==> config.mk <==
export PLATFORM = sky130hd
export DESIGN_NAME = mul_iter
export DESIGN_NICKNAME = d
export VERILOG_FILES = /design/src/rtl/mul_iter.sv
export SDC_FILE = /design/constraint.sdc
export NUM_CORES = 1
export LEC_CHECK = 0
export ABC_AREA = 1
export CORE_MARGIN = 5
export CORE_UTILIZATION = 53
export DETAILED_ROUTE_END_ITERATION = 8
export PLACE_DENSITY = 0.8
export SYNTH_ARGS = -nofsm -noshare
export SYNTH_HDL_FRONTEND = slang
export SYNTH_SLANG_ARGS = --single-unit
==> constraint.sdc <==
create_clock -name clk -period 15.6 [get_ports clk]
set_input_delay 3.9 -clock clk [delete_from_list [all_inputs] [get_ports clk]]
set_output_delay 3.9 -clock clk [all_outputs]
set_load 0.01 [all_outputs]
==> src/rtl/mul_iter.sv <==
// mul_iter: iterative shift-and-add multiplier returning the low NBITS of in0*in1
// over val/rdy streams; one partial product per cycle through a ripple-carry adder.
module mul_iter_fa (
    input  logic a,
    input  logic b,
    input  logic ci,
    output logic s,
    output logic co
);
    assign s  = a ^ b ^ ci;
    assign co = (a & b) | (ci & (a ^ b));
endmodule

module mul_iter_rca #(
    parameter int NBITS = 32
) (
    input  logic [NBITS-1:0] a,
    input  logic [NBITS-1:0] b,
    output logic [NBITS-1:0] sum
);
    logic [NBITS-1:0] c;
    assign c[0] = 1'b0;
    genvar i;
    generate
        for (i = 0; i < NBITS; i++) begin : g_bit
            if (i == NBITS - 1) begin : g_top
                // carry-out of the top bit is discarded (mod 2^NBITS)
                assign sum[i] = a[i] ^ b[i] ^ c[i];
            end else begin : g_fa
                mul_iter_fa u_fa (.a(a[i]), .b(b[i]), .ci(c[i]), .s(sum[i]), .co(c[i+1]));
            end
        end
    endgenerate
endmodule

module mul_iter #(
    parameter int NBITS = 32
) (
    input  logic             clk,
    input  logic             rst,
    input  logic             istream_val,
    output logic             istream_rdy,
    input  logic [NBITS-1:0] in0,
    input  logic [NBITS-1:0] in1,
    output logic             ostream_val,
    input  logic             ostream_rdy,
    output logic [NBITS-1:0] out
);
    localparam int CW = (NBITS > 2) ? $clog2(NBITS) : 1;
    localparam logic [CW-1:0] LAST = CW'(NBITS - 1);
    localparam logic [1:0] IDLE = 2'd0;
    localparam logic [1:0] CALC = 2'd1;
    localparam logic [1:0] DONE = 2'd2;

    logic [1:0]       state_q, state_d;
    logic [NBITS-1:0] a_q, a_d, b_q, b_d, result_q, result_d, sum;
    logic [CW-1:0]    count_q, count_d;

    mul_iter_rca #(.NBITS(NBITS)) u_rca (.a(result_q), .b(a_q), .sum(sum));

    always_comb begin
        state_d  = state_q;
        a_d      = a_q;
        b_d      = b_q;
        result_d = result_q;
        count_d  = count_q;
        if (state_q == IDLE) begin
            if (istream_val) begin
                a_d      = in0;
                b_d      = in1;
                result_d = '0;
                count_d  = '0;
                state_d  = CALC;
            end
        end else if (state_q == CALC) begin
            result_d = b_q[0] ? sum : result_q;
            a_d      = a_q << 1;
            b_d      = b_q >> 1;
            count_d  = count_q + CW'(1);
            state_d  = (count_q == LAST) ? DONE : CALC;
        end else if (state_q == DONE) begin
            state_d = ostream_rdy ? IDLE : DONE;
        end else begin
            state_d = IDLE;
        end
    end

    always_ff @(posedge clk or posedge rst) begin
        if (rst) begin
            state_q  <= IDLE;
            a_q      <= '0;
            b_q      <= '0;
            result_q <= '0;
            count_q  <= '0;
        end else begin
            state_q  <= state_d;
            a_q      <= a_d;
            b_q      <= b_d;
            result_q <= result_d;
            count_q  <= count_d;
        end
    end

    // state resets to IDLE, so rdy is masked by rst to stay low during reset
    assign istream_rdy = !rst && (state_q == IDLE);
    assign ostream_val = (state_q == DONE);
    assign out         = result_q;
endmodule

* Word-level counts from Yosys, hierarchy flattened
Index checks and enable logic that the tools add are counted.
W data, S select, Z words.
** Storage, ports and cells
- Bits in registers :: 103
- Bits of input ports :: 68
- Output and inout bits :: 34
- Word-level logic and storage cells :: 190
** Operators by class
- $add $sub $neg :: 1
- Equal/unequal tests :: 4
- Muxes and demuxes :: 19
- Bitwise gates (word level) :: 154
- Reduce and logical (&&, ||, !) cells :: 7
** Operators with widths (count)
- $mux W32 :: 10
- $xor A1 B1 Y1 :: 63
- $and A1 B1 Y1 :: 61
- $or A1 B1 Y1 :: 30
- $mux W5 :: 3
- $mux W2 :: 6
- $add A5 B1 Y5 const B :: 1
- $eq A5 B5 Y1 const B :: 1
- $reduce_bool A2 Y1 :: 2
- $reduce_and A3 Y1 :: 1
- $eq A2 B1 Y1 const B :: 1
- $eq A2 B2 Y1 const B :: 1
- $logic_not A2 Y1 :: 1
- $ne A2 B2 Y1 const B :: 1
- $reduce_and A2 Y1 :: 1
- $logic_and A1 B1 Y1 :: 1
- $logic_not A1 Y1 :: 1

* Longest topological paths before layout
Gate-level depths: netlist of the first run.
- Word-level depth :: 65
- Gate-level depth with buffers :: 38
- Mapped depth without buffers :: 38

* Hierarchy
Synthesis of the first run repeated with hierarchy kept, for this count alone.
** Second synthesis, totals
- Cell total of the unflattened synthesis :: 693
- Area, all modules :: 5435.2 µm²
** Modules (own cells, without submodules)
- mul_iter :: instances 1, cells an instance 652, area each 4775.8 µm², seq. area each 2577.5 µm²
- mul_iter_fa :: instances 31, cells an instance 1, area each 20.0 µm², seq. area each 0.0 µm²
- mul_iter_rca :: instances 1, cells an instance 10, area each 38.8 µm², seq. area each 0.0 µm²

* Worst setup path before layout of the first run
Ideal clock, no wire load.
- Path type :: register to register
- Start :: reg result_q[0] (netlist: out[0])
- End :: reg result_q[31] (netlist: out[31])
- Library setup time :: 0.117 ns
- Arrival :: 14.112 ns
- Required time :: 15.483 ns
- Setup slack :: 1.370 ns
- Stages on the path, launching flop included :: 39
- Path buffers :: 0
- Clock period less this slack :: 14.230 ns
- Path through :: dfrtp_1 -> ha_1 -> inv_1 -> fa_1 -> fa_1 -> fa_1 -> fa_1 -> fa_1 -> fa_1 -> fa_1 -> fa_1 -> fa_1 -> fa_1 -> fa_1 -> fa_1 -> fa_1 -> fa_1 -> fa_1 -> [3 not listed] -> fa_1 -> fa_1 -> fa_1 -> fa_1 -> fa_1 -> fa_1 -> fa_1 -> fa_1 -> fa_1 -> fa_1 -> inv_1 -> fa_1 -> inv_1 -> fa_1 -> inv_1 -> nand3_1 -> nand3_1 -> nand2_1
** Between the ends
- Word-level cells in the longest chain between the ends :: 65
** RTL lines
- start, declared :: RTL line 56 : logic [NBITS-1:0] a_q, a_d, b_q, b_d, result_q, result_d, sum;
- start signal, assigned :: RTL line 99 : result_q <= result_d;
- $and A1 B1 Y1 (2 in series) :: RTL line 11 : assign co = (a & b) | (ci & (a ^ b));
- $or A1 B1 Y1 :: RTL line 11
- $and A1 B1 Y1 :: RTL line 11
- $or A1 B1 Y1 :: RTL line 11
- $and A1 B1 Y1 :: RTL line 11
- $or A1 B1 Y1 :: RTL line 11
- $and A1 B1 Y1 :: RTL line 11
- $or A1 B1 Y1 :: RTL line 11
- [48 not listed]
- $and A1 B1 Y1 :: RTL line 11
- $or A1 B1 Y1 :: RTL line 11
- $and A1 B1 Y1 :: RTL line 11
- $or A1 B1 Y1 :: RTL line 11
- $xor A1 B1 Y1 :: RTL line 28 : assign sum[i] = a[i] ^ b[i] ^ c[i];
- $mux W32 :: RTL line 76 : result_d = b_q[0] ? sum : result_q;
- $mux W32 :: RTL line 75 : end else if (state_q == CALC) begin
- $mux W32 :: RTL line 67 : if (state_q == IDLE) begin
No other way between the ends. The select of a mux whose other input is x is not followed.
A chain may end at the register's enable or synchronous reset.

* Worst setup path in the final report of the first run
Ends and elaborated chain as after synthesis.

==> results.txt, run 1 <==
Final Hold Fails = 0
delay-heaviest family, CP = adder cells
CP Max Fanout = 3
slowest cell on the critical path = fa_1
vias per cell = 4.99
cts hold-fix bufs = 0
Worst EP arrival = 15060 ps
Non-Filler Instances = 921
GRT Total Usage = 20.6%
Ant. Diodes = 0
Worst Skew = 14.6 ps
DIE HEIGHT = 115 µm
outcome = finished, final reports clean
RePlAce Congestion = 0.803
RSZ-0062 raised after global routing = false
Die ar. = 13100 µm²
Comb power frac = 50.7%
drt wl/cell = 13.5 µm
Setup-failing EPs final = 0
total of warnings raised by yosys = 0
Avg Cell Area, Syn = 7.97 µm²
vias in the first global route = 4839
dpl ws = 774 ps
Clk pwr share = 13.3%
Synth Register Bits = 103
Synth top area share = 44.4%
buffers and inverters on the worst path = 4
worst-case vdd ir drop = 0.109 mV
antenna violations before repair = 0
CP required = 15850 ps
die width = 115 µm
worst hold stages = 2
fin crit period = 14810 ps
crit start category = register
first-pass GRT wire length = 22200 µm
Core Area = 10800 µm²
Setup Buffers After CTS = 0
WL final = 12400 µm
share of cells above drive strength 1 = 3.33%
commonest non-fill, non-tap cell in the layout = nand2_1
Cell Area, Synth = 5800 µm²
Detail Route Antenna Nets = 0
port bufs = 101
sequential share of power = 36.0%
number of buffers created by CTS = 9
Clock Latency Late Sink = 370 ps
largest net degree at the start of global routing = 97
Setup TNS = 0 ps
Slew headroom = 15.7%
reg2reg path depth = 38
Synth cell types = 19
Pins Over Slew Limit = 0
TritonCTS clock tree = done
CP most frequent cell = fa_1
Initial Util = 53.7%
grt ovf = 0
Worst-Margin Slew = 1260 ps
H-tree depth = 3
crit share post-route = 95.0%
max_cap viols = 0
placed insts = 905
PD cells = 191 nW/µm²
area grow syn2layout = 16.6%
P_sw = 0.563 mW
syn_nets = 829
clock root buffer master = clkbuf_8
Int Pwr = 0.728 mW
top-level port count = 102
main area contributors after synthesis = dfrtp_1 (44%), nand2_1 (22%), fa_1 (10%)
Tot Pwr = 1.29 mW
HPWL after detailed placement = 8310 µm
Reg clk slew, reported paths = 90 ps
# DRC = 0
Seq/Total Area, Yosys = 44.4%
DR iter-0 viols = 329
delay of the slowest critical-path stage = 480 ps
Critical Path End Type = register
kind of critical path = register to register
sw frac = 43.6%
Post-CTS Resized = 0
vias = 4596
HP Class = register to register
Clock Path Buffers = 2
leakage = 3.30 nW
maximum clock frequency = 67.5 MHz
setup ws final = 787 ps
sinks on the clock net = 103
Pre-antenna DRT Iters = 4
Crit path depth = 38
row cnt = 38
commonest non-fill, non-tap cells in the layout = nand2_1 (335), dfrtp_1 (103), clkdlybuf4s50_1 (101)
synthesized instance count = 728
post-synth top area cell = dfrtp_1
Nets = 877
[power groups by stage]
stage	combinational [mW]	sequential, mW	clock (mW)
2_1_floorplan	0.530	0.449	0
3_3_place_gp	0.623	0.462	0
3_5_place_dp	0.663	0.468	0
4_1_cts	0.665	0.464	0.174
5_1_grt	0.770	0.482	0.185
6_report	0.655	0.464	0.171
[tightest hold or removal path: stages, from the launching register on]
cell	delay, ps
dfrtp_1	350
nand2_1	50
nand2_1	60
[final timing paths]
kind | end | slack, ps | startpoint
max in group asynchronous | out[18]$_DFFE_PP0P_ | 10450 | rst
hold reg to reg | a_q[7]$_DFFE_PP0P_ | 490 | a_q[7]$_DFFE_PP0P_
min in group asynchronous | b_q[31]$_DFFE_PP0P_ | 3930 | rst
setup / recovery | out[31]$_DFFE_PP0P_ | 790 | out[0]$_DFFE_PP0P_
hold / removal | a_q[7]$_DFFE_PP0P_ | 490 | a_q[7]$_DFFE_PP0P_
setup reg to reg | out[31]$_DFFE_PP0P_ | 790 | out[0]$_DFFE_PP0P_
[cell usage after synthesis]
master and n:
buf_2 16, buf_4 43, buf_6 3, clkbuf_1 5, dfrtp_1 103, fa_1 30
ha_1 3, inv_1 71, inv_2 3, nand2_1 335, nand2_2 1, nand3_1 40
nand4_1 1, nor2_1 6, nor2_4 2, o21ai_0 44, o21ai_1 20, o21ai_2 1
o31ai_1 1
[metrics by stage]
stage | area (µm²) | hold WS, ps | util, %
floorplan | 5800 | 448 | -
global placement | 6560 | 462 | 60.8
detailed placement | 6560 | 466 | 60.8
CTS | 6760 | 490 | 62.6
global route | 6760 | 507 | 62.6
finish | 6760 | 487 | 62.6
[final cells by class]
class | instances | area [µm²]
inverter | 74 | 280
clock buffer | 11 | 141
multi-input combinational | 484 | 2500
clock inverter | 5 | 56.3
tap | 140 | 175
timing repair buffer | 104 | 1030
sequential | 103 | 2580
fill | 949 | 4030
[state kept, by name, indices dropped and copies added, names as in the netlist]
name and count:
a_q 32, b_q 32, out 32, count_q 5, state_q 2
[routing by layer]
| layer | track usage, % | routed length (µm) |
|---|---|---|
| met5 | 0 | 0 |
| met4 | 6.18 | 161 |
| met3 | 3.59 | 719 |
| met2 | 35.3 | 6140 |
| met1 | 26.7 | 5400 |
[cells by family after synthesis]
family                     synth area share (%)
and+or+nand+nor                            26.1
buffers and inverters                      12.6
DFF                                        44.4
AOI/OAI and AO/OA                          5.80
adders and majority gates                  11.0
No activity file was read; power rests on OpenSTA's default activity.
==> run 2, diff against run 1 <==
- CORE_UTILIZATION: 53 -> 45
- PLACE_DENSITY: 0.8 -> 0.7
==> run 2 against run 1 <==
Net effect: non-clock buffer count did not move; die area rose by 16%; worst hold slack got worse by 7.0 ps; first-iteration DRC count fell by 23%; clock skew fell by 8.4 ps; largest power group unchanged; sequential cell count did not move; highest routed layer unchanged; count of clock-buffer cells in the layout rose by 2.
==> results.txt, run 2 (same netlist as run 1, synthesis figures left out) <==
number of buffers created by CTS = 9
crit start category = register
reg2reg end = out[31]$_DFFE_PP0P_
Clk pwr share = 16.6%
maximum clock frequency = 67.9 MHz
outcome = finished, final reports clean
placed insts = 937
worst-case vdd ir drop = 0.111 mV
Setup TNS = 0 ps
post-route cell area = 6880 µm²
Ant. Diodes = 0
met3 Track Usage GR = 3.11%
leakage = 3.34 nW
Post-CTS Resized = 0
area grow syn2layout = 18.7%
vias = 4486
Core Area = 12600 µm²
Critical Path End Type = register
final core area utilization = 54.6%
Setup-failing EPs final = 0
Slew headroom = 19.4%
WL final = 12600 µm
fin crit period = 14720 ps
HPWL after detailed placement = 8300 µm
r2r startpoint = out[0]$_DFFE_PP0P_
sw frac = 42.0%
row cnt = 41
commonest non-fill, non-tap cell in the layout = nand2_1
buffers and inverters on the worst path = 4
Worst Skew = 6.16 ps
Crit path depth = 38
DIE HEIGHT = 124 µm
largest net degree at the start of global routing = 97
Initial Util = 46.0%
PD cells = 194 nW/µm²
commonest non-fill, non-tap cells in the layout = nand2_1 (335), dfrtp_1 (103), clkdlybuf4s50_1 (101)
Comb power frac = 48.6%
drt wl/cell = 13.2 µm
Pins Over Slew Limit = 0
die width = 124 µm
Clock Path Buffers = 2
Die ar. = 15300 µm²
Detail Route Antenna Nets = 0
worst hold stages = 2
Final Hold Fails = 0
sinks on the clock net = 103
Hold WS = 480 ps
Nets = 877
CP Max Fanout = 3
delay-heaviest family, CP = adder cells
CP most frequent cell = fa_1
delay of the slowest critical-path stage = 480 ps
area post-placement = 6600 µm²
sequential share of power = 34.8%
Non-Filler Instances = 951
vias in the first global route = 4522
crit share post-route = 94.4%
Tot Pwr = 1.34 mW
grt ovf = 0
grt peak-use layer = met2
max_cap viols = 0
HP Class = register to register
Pre-antenna DRT Iters = 5
DR iter-0 viols = 252
slowest cell on the critical path = fa_1
setup ws final = 880 ps
TritonCTS clock tree = done
Clock Latency Late Sink = 340 ps
met2 Usage GRT = 28.4%
clock root buffer master = clkbuf_16
Worst EP arrival = 14950 ps
Reg clk slew, reported paths = 70 ps
Worst-Margin Slew = 1210 ps
kind of critical path = register to register
GRT Total Usage = 17.7%
RePlAce Congestion = 0.745
first-pass GRT wire length = 21500 µm
reg2reg path depth = 38
Worst Setup SP = out[0]$_DFFE_PP0P_
H-tree depth = 3
vias per cell = 4.72
# DRC = 0
Setup Buffers After CTS = 0
top-level port count = 102
Int Pwr = 0.777 mW
RSZ-0062 raised after global routing = false
share of cells above drive strength 1 = 2.82%
dpl ws = 798 ps
CP required = 15830 ps
critical path capture point = out[31]$_DFFE_PP0P_
cts hold-fix bufs = 0
P_sw = 0.562 mW
antenna violations before repair = 0
port bufs = 101
met1 Usage GRT = 24.4%
R2R Setup Slk = 880 ps
## run 2: changes by cell type in the layout (fill, tap and decap cells not counted), sizes merged
cell	change
clkinv	-2
clkbuf	+2
clkinvlp	-1
inv	-1
## run 2: per-layer routing
metal / share of wire (%) / vias up / routed length, µm
met4: 1.3 / 0 / 164
met1: 47 / 2124 / 5880
met2: 47 / 87 / 5920
li1: - / 2264 / -
met3: 4.8 / 11 / 597
met5: 0 / - / 0
## run 2: worst register-to-register path, delay by kind of cell (launching register included)
family	cells	cell delay (ps)
adder cells (fa/ha/maj)	31	13780
AND/OR/NAND/NOR	3	200
flip-flops	1	380
buffers and inverters	4	250
## run 2: power by group through the flow
stage	Sequential (mW)	Clock, mW	Combinational [mW]
after floorplan	0.449	0	0.530
after global routing	0.481	0.238	0.762
final	0.465	0.223	0.650
after detailed placement	0.468	0	0.660
after CTS	0.465	0.228	0.664
after global placement	0.462	0	0.629
## run 2: worst min-delay path by stage
stage / endpoint / start / slack [ps]
final: a_q[16]$_DFFE_PP0P_ / a_q[16]$_DFFE_PP0P_ / 480
after global routing: a_q[4]$_DFFE_PP0P_ / a_q[4]$_DFFE_PP0P_ / 490
after CTS: a_q[4]$_DFFE_PP0P_ / a_q[4]$_DFFE_PP0P_ / 480
after detailed placement: a_q[10]$_DFFE_PP0P_ / a_q[10]$_DFFE_PP0P_ / 470
after global placement: a_q[5]$_DFFE_PP0P_ / a_q[5]$_DFFE_PP0P_ / 460
after floorplan: count_q[4]$_DFFE_PP0P_ / count_q[4]$_DFFE_PP0P_ / 450
## run 2: area by class of cell
class | instances | area, µm²
clock inverters | 1 | 30.0
inverters | 74 | 280
repair buffers | 104 | 1030
clock buffers | 13 | 250
flip-flops and latches | 103 | 2580
multi-input cells | 484 | 2500
well taps | 172 | 215
fillers | 1200 | 5740
==> run 3, diff against run 2 <==
- MAX_ROUTING_LAYER: unset -> met4
- SYNTH_HIERARCHICAL: unset -> 1
==> run 3 against run 2 <==
Net effect: count of clock-buffer cells in the layout fell by 3; worst setup slack better by 1700 ps; area after synthesis is 6.3% lower; wire length grew 0.77%; synthesized cell count is 4.8% lower; combinational power decreased by 19%.
==> results.txt, run 3 <==
outcome = finished, final reports clean
Clock Latency Late Sink = 340 ps
delay-heaviest family, CP = adder cells
main area contributors after synthesis = dfrtp_1 (47%), nand2_1 (32%), fa_1 (11%)
Die ar. = 14400 µm²
post-synthesis xor/xnor area fraction = 0%
Most used DFF post-synth = dfrtp_1
slowest cell on the critical path = fa_1
# DRC = 0
maximum clock frequency = 76.6 MHz
Worst-Margin Slew = 1250 ps
Synth Area in Compound Gates = 0.576%
count leader, synth = nand2_1
top-level port count = 102
Post-synth EDFFs = 0
Reg clk slew, reported paths = 70 ps
crit start category = register
number of buffers created by CTS = 9
Synth Register Bits = 103
sinks on the clock net = 103
WL final = 12700 µm
row cnt = 40
port bufs = 101
asr flop ratio synth = 100%
Worst Skew = 6.94 ps
Slew headroom = 16.4%
Nets = 875
main combinational cell family by area after synthesis = simple AND/OR/NAND/NOR gates
CP most frequent cell = fa_1
area grow syn2layout = 26.0%
Synth cell types = 19
max_cap viols = 0
Cell Area, Synth = 5440 µm²
Synth Area in Simple Gates = 36.1%
vias in the first global route = 4665
Setup Buffers After CTS = 0
cts hold-fix bufs = 0
synthesized instance count = 693
share of cells above drive strength 1 = 3.35%
Int Pwr = 0.786 mW
Setup-failing EPs final = 0
area share of fa/ha/maj cells after synthesis = 11.9%
commonest non-fill, non-tap cells in the layout = nand2_1 (461), dfrtp_1 (103), clkdlybuf4s50_1 (101)
sequential share of power = 38.3%
PD cells = 187 nW/µm²
drt wl/cell = 13.7 µm
antenna violations before repair = 0
grt ovf = 0
syn_nets = 794
Final Hold Fails = 0
Setup TNS = 0 ps
TritonCTS clock tree = done
Pre-antenna DRT Iters = 4
Seq/Total Area, Yosys = 47.4%
Critical Path End Type = register
Synth top area share = 47.4%
post-synth top area cell = dfrtp_1
Clock Path Buffers = 2
fin crit period = 13050 ps
commonest non-fill, non-tap cell in the layout = nand2_1
Pins Over Slew Limit = 0
Ant. Diodes = 0
met1 Usage GRT = 24.8%
met3 Track Usage GR = 3.58%
HPWL after detailed placement = 8320 µm
first-pass GRT wire length = 22000 µm
Clk pwr share = 20.8%
largest net degree at the start of global routing = 70
Initial Util = 45.6%
Synth top cells by count = nand2_1 (461), dfrtp_1 (103), nand3_1 (37)
P_sw = 0.496 mW
Post-CTS Resized = 0
CP Max Fanout = 3
met2 Usage GRT = 30.9%
delay of the slowest critical-path stage = 440 ps
Worst EP arrival = 13270 ps
buffers and inverters on the worst path = 0
DR iter-0 viols = 305
Comb power frac = 41.0%
Detail Route Antenna Nets = 0
CP required = 15820 ps
sw frac = 38.7%
area post-placement = 6500 µm²
post-route cell area = 6850 µm²
H-tree depth = 3
vias = 4552
vias per cell = 4.93
HP Class = register to register
RSZ-0062 raised after global routing = false
RePlAce Congestion = 0.786
GRT Total Usage = 19.2%
Core Area = 11900 µm²
grt peak-use layer = met2
kind of critical path = register to register
worst-case vdd ir drop = 0.110 mV
crit share post-route = 83.6%
clock root buffer master = clkbuf_16
leakage = 3.65 nW
DIE HEIGHT = 120 µm
total of warnings raised by yosys = 6
die width = 120 µm
mux share of post-synthesis cell area = 0%
Avg Cell Area, Syn = 7.84 µm²
## run 3: area by class of cell
cell class / count / area, µm²
multi-input cells: 546 / 2660
repair buffers: 105 / 1040
clock inverters: 4 / 120
clock buffers: 10 / 229
well taps: 147 / 184
inverters: 9 / 36.3
flip-flops and latches: 103 / 2580
fillers: 1105 / 5060
## run 3: tightest hold or removal path: stages (launching register included)
cell,delay [ps]
dfrtp_1,350
nand2_1,50
nand2_1,50
## run 3: kinds of logic after synthesis
family,count (synthesis)
flip-flops,103
buffers and inverters,44
AND/OR/NAND/NOR,507
adder cells (fa/ha/maj),33
AO/OA/AOI/OAI,5
other,1
## run 3: per-stage QoR
stage | setup slack (ps) | total power, mW | util [%] | hold slack [ps] | std cells
finish | 2550 | 1.28 | 57.5 | 480 | 924
global route | 2210 | 1.40 | 57.5 | 500 | 924
CTS | 2540 | 1.30 | 57.5 | 483 | 924
detailed placement | 2570 | 1.02 | 54.6 | 465 | 910
global placement | 2740 | 0.997 | 54.6 | 456 | 910
floorplan | 3010 | 0.838 | - | 442 | 693
## run 3: metal layers
layer | up-vias | part of all wire [%]
met4 | 0 | 1.5
met3 | 17 | 4.3
met2 | 119 | 50
li1 | 2262 | -
met5 | - | 0
met1 | 2154 | 45
## run 3: path summary, 6_finish.rpt
check	startpoint	endpoint	slack, ps	cells after the start
worst max-delay path	out[0]$_DFFE_PP0P_	out[31]$_DFFE_PP0P_	2550	35
worst min-delay path	b_q[31]$_DFFE_PP0P_	b_q[31]$_DFFE_PP0P_	480	2
worst max register to register	out[0]$_DFFE_PP0P_	out[31]$_DFFE_PP0P_	2550	35
worst min register to register	b_q[31]$_DFFE_PP0P_	b_q[31]$_DFFE_PP0P_	480	2
max in group asynchronous	rst	out[19]$_DFFE_PP0P_	10440	3
min in group asynchronous	rst	b_q[12]$_DFFE_PP0P_	3980	2
## run 3: power groups by stage
stage / clock [mW] / sequential [mW] / combinational, mW
after floorplan: 0 / 0.490 / 0.349
after global placement: 0 / 0.491 / 0.507
after detailed placement: 0 / 0.496 / 0.528
after CTS: 0.271 / 0.493 / 0.532
after global routing: 0.281 / 0.511 / 0.610
final: 0.266 / 0.491 / 0.525
